**src/rtl/ring_fifo.sv**
```systemverilog
// Circular first-word-fall-through FIFO with a registered element count, level flags,
// sticky overflow/underflow error flags and a synchronous flush. Any depth >= 2.
module ring_fifo #(
  parameter int BUFFER_WIDTH = 16,
  parameter int BUFFER_DEPTH = 8,
  parameter int ALMOST_FULL  = 6,
  parameter int ALMOST_EMPTY = 2,
  localparam int PW = (BUFFER_DEPTH > 1) ? $clog2(BUFFER_DEPTH) : 1,
  localparam int CW = $clog2(BUFFER_DEPTH + 1)
) (
  input  logic                    clock,
  input  logic                    reset,
  input  logic                    clear,
  input  logic                    push,
  input  logic                    pull,
  input  logic [BUFFER_WIDTH-1:0] tail,
  output logic [BUFFER_WIDTH-1:0] head,
  output logic [CW-1:0]           counter,
  output logic                    full,
  output logic                    empty,
  output logic                    almost_full,
  output logic                    almost_empty,
  output logic                    overflow,
  output logic                    underflow
);

  localparam logic [CW-1:0] DEPTH_C = CW'(BUFFER_DEPTH);
  localparam logic [CW-1:0] AF_C    = CW'(ALMOST_FULL);
  localparam logic [CW-1:0] AE_C    = CW'(ALMOST_EMPTY);
  localparam logic [PW-1:0] LAST_C  = PW'(BUFFER_DEPTH - 1);

  logic [BUFFER_WIDTH-1:0] mem [BUFFER_DEPTH];
  logic [PW-1:0]           rd_ptr;
  logic [PW-1:0]           wr_ptr;
  logic                    push_ok;
  logic                    pull_ok;

  // Explicit wrap so that non-power-of-two depths cycle through exactly DEPTH slots.
  function automatic logic [PW-1:0] next_ptr(input logic [PW-1:0] ptr);
    return (ptr == LAST_C) ? '0 : ptr + PW'(1);
  endfunction

  assign full         = (counter == DEPTH_C);
  assign empty        = (counter == '0);
  assign almost_full  = (counter >= AF_C);
  assign almost_empty = (counter <= AE_C);

  // A push at full is still taken when a pull frees the head slot in the same edge.
  assign push_ok = push & (~full | pull);
  assign pull_ok = pull & ~empty;

  assign head = empty ? '0 : mem[rd_ptr];

  always_ff @(posedge clock or negedge reset) begin
    if (!reset) begin
      rd_ptr    <= '0;
      wr_ptr    <= '0;
      counter   <= '0;
      overflow  <= 1'b0;
      underflow <= 1'b0;
    end else if (clear) begin
      rd_ptr    <= '0;
      wr_ptr    <= '0;
      counter   <= '0;
      overflow  <= 1'b0;
      underflow <= 1'b0;
    end else begin
      if (push_ok) wr_ptr <= next_ptr(wr_ptr);
      if (pull_ok) rd_ptr <= next_ptr(rd_ptr);
      case ({push_ok, pull_ok})
        2'b10:   counter <= counter + CW'(1);
        2'b01:   counter <= counter - CW'(1);
        default: counter <= counter;
      endcase
      if (push & full & ~pull) overflow  <= 1'b1;
      if (pull & empty)        underflow <= 1'b1;
    end
  end

  // Storage is deliberately not reset; only the pointers give it meaning.
  always_ff @(posedge clock) begin
    if (reset && !clear && push_ok) mem[wr_ptr] <= tail;
  end

  a_count_bound : assert property (@(posedge clock) disable iff (!reset) counter <= DEPTH_C);
  a_flags_excl  : assert property (@(posedge clock) disable iff (!reset) !(full && empty));

endmodule
```
**config.mk**
```make
export PLATFORM = sky130hd
export DESIGN_NAME = ring_fifo
export DESIGN_NICKNAME = d
export VERILOG_FILES = /design/src/rtl/ring_fifo.sv
export SDC_FILE = /design/constraint.sdc
export NUM_CORES = 1
export LEC_CHECK = 0
export ABC_AREA = 0
export BUFFER_PORTS_ARGS = -buffer_cell sky130_fd_sc_hd__buf_2
export CAP_MARGIN = 25
export CORE_MARGIN = 1
export CORE_UTILIZATION = 29
export DETAILED_ROUTE_END_ITERATION = 8
export SKIP_CTS_REPAIR_TIMING = 1
export SLEW_MARGIN = 10
export SYNTH_ARGS = -nofsm -noshare
export SYNTH_HDL_FRONTEND = slang
export SYNTH_SLANG_ARGS = --single-unit
```
**constraint.sdc**
```tcl
create_clock -name clock -period 6.35 [get_ports clock]
set_input_delay 0 -clock clock [delete_from_list [all_inputs] [get_ports clock]]
set_output_delay 0 -clock clock [all_outputs]
set_load 0.02 [all_outputs]
```
==> results.yml <==
run_status:
  status: "finished clean"
setup_path:
  crit_family: "multiplexers"
  slowest_delay_ns: 0.69
  crit_type: "reg2out"
  ff2ff_path_depth: 7
  crit_cells: 5
  end_kind: "output port"
  cp.required_ns: 6.35
  slowest_stage: "dfrtp_2"
  cp_max_fo: 20
  crit_arrival_ns: 2.61
  start_kind: "flip-flop"
  path_cells: "buf_4 > mux4_2 > mux2i_1 > nor2_1 > buf_2"
  worst-path-buf-inv: 2
power_and_ir_drop:
  power_mw: 2.70
  cellLeakagePower_nw: 2.41
  powerDensity_nw_per_um2: 380
  vdd_drop_max_v: 0.000213
floorplanning:
  ios: 47
  die_area_um2: 20300
  die_h_um: 142
  start_util: 0.301
  dieWidth_um: 142
  coreArea_um2: 19000
  row_count: 50
sta:
  fin_crit_ns: 2.61
  clock_skew_ns: 0.00524
  max_freq_mhz: 384
  finalSetupViolCount: 0
  drv_slew: 0
  fin_ws_ns: 3.74
  tightest_slew_ns: 0.876
  timing.final.crit_share: 0.410
  rsz0062_at_grt: "false"
  whs_ns: 0.0113
  setup_tns_ns: 0
  slew_headroom: 0.416
  hold_viol: 0
logic_synthesis:
  synth-edff-count: 128
  syn_area_per_cell_um2: 19.5
  synth_ff_type: "edfxtp_1"
  synth-async-reset-ratio: 0.0857
  syn-num-nets: 319
  syn-instance-count: 293
  yosys_warnings: 0
  synth_cell_types: 40
  ys_ff_latch: 140
  seq_area_frac_synth: 0.725
  synth_area_um2: 5720
clocking:
  cts_buffer_depth: 2
  cts_sinks: 140
  tritoncts: "yes"
  clk_latency_ns: 0.42
  numCtsBuffers: 17
  clk_pin_slew_worst_paths_ns: 0.05
  htreeDepth: 4
  clock-root-buffer: "clkbuf_16"
grt:
  overflow: 0
  grt_pass1_vias: 3022
  grt_usage: 0.122
  grt_pass1_wl_mm: 17.4
  antenna_found_initial: 0
  grt_max_degree: 35
place:
  finalWeightedCongestion: 0.852
  placed_area_um2: 6290
  io_buffers: 46
  dpl_worst_slack_ns: 3.91
  hpwlAfterDp_mm: 6.52
finish:
  area_growth_syn_to_layout_pct: 24.3
  num_antenna_cells: 0
  layout_common_cells: "128 x edfxtp_1, 46 x buf_2, 32 x mux4_2"
  drive_gt1_frac: 0.348
  nFillCells: 1797
  fin_nets: 399
  final_common_cell: "edfxtp_1"
  fin_area_um2: 7110
routing:
  routedWlPerCell_um: 17.5
  viasPerCell: 4.54
  num_vias: 2927
  first_pass_iters: 4
  drt_iter0_markers: 269
  ant_nets: 0
  drc: 0
  drt-total-wl_mm: 11.3
flow_run:
  drv_cap: 0
hold_path:
  min-delay-path-class: "in2async"
## stage by stage
| stage | cells | utilization |
|---|---|---|
| after floorplan | 293 | - |
| after global placement | 593 | 0.331 |
| after detailed placement | 593 | 0.331 |
| after CTS | 624 | 0.363 |
| after global routing | 645 | 0.374 |
| final | 645 | 0.374 |
## power by group
part	switching [mW]	leakage [nW]	total, mW	internal [mW]
combinational	0.336	0.813	0.594	0.258
clock	0.357	0.289	1.01	0.649
sequential	0.0709	1.31	1.10	1.03
## layer usage
layer,global-route usage,share of wire
met1,0.149,0.45
met2,0.195,0.50
met3,0.0471,0.039
met4,0.0419,0.0092
met5,0,0
## final timing paths
path,endpoint,start,slack (ns)
max,head[3],rd_ptr[0],3.74
min,wr_ptr[0],reset,0.01
max reg2reg,counter[3],counter[0],3.92
min reg2reg,overflow,overflow,0.49
max in group asynchronous,rd_ptr[0],reset,6.08
min in group clock,mem[7][14],tail[14],0.38
## state kept, by name (all words and copies together) (netlist names)
register	flops
overflow	1
underflow	1
mem	128
wr_ptr	3
rd_ptr	3
counter	4
## synthesized netlist by cell type (2+ instances only)
master      n  area [µm²]
nor2_1     31         116
ha_1        5        62.6
a21oi_1     4        20.0
dfrtp_1    12         300
buf_4       3        22.5
buf_2       3        15.0
or3_1       2        12.5
xor2_1      2        17.5
buf_6       2        22.5
mux4_2     32         721
clkbuf_1    8        30.0
mux2i_1    20         200
nor3_1      6        30.0
xnor2_1     4        35.0
nand2_1     2        7.51
inv_1       5        18.8
a31oi_1     2        12.5
edfxtp_1  128        3840
## layout make-up
type                    count  area, µm²  area share
clock buffers              18        429      0.0604
clock inverters            13        175      0.0247
inverters                   5       18.8     0.00264
multi-input cells         132       1490       0.210
flip-flops and latches    140       4150       0.584
well taps                 260        325      0.0458
repair buffers             77        517      0.0727
## kinds of logic after synthesis
kind of cell / count (synthesis) / synth area share
flops: 140 / 0.725
mux: 53 / 0.163
simple gates: 52 / 0.0453
buf+inv: 21 / 0.0190
compound gates: 16 / 0.0276
xor+xnor: 6 / 0.00919
fa+ha+maj: 5 / 0.0109
Note: power is estimated with default switching activity, not from simulation.
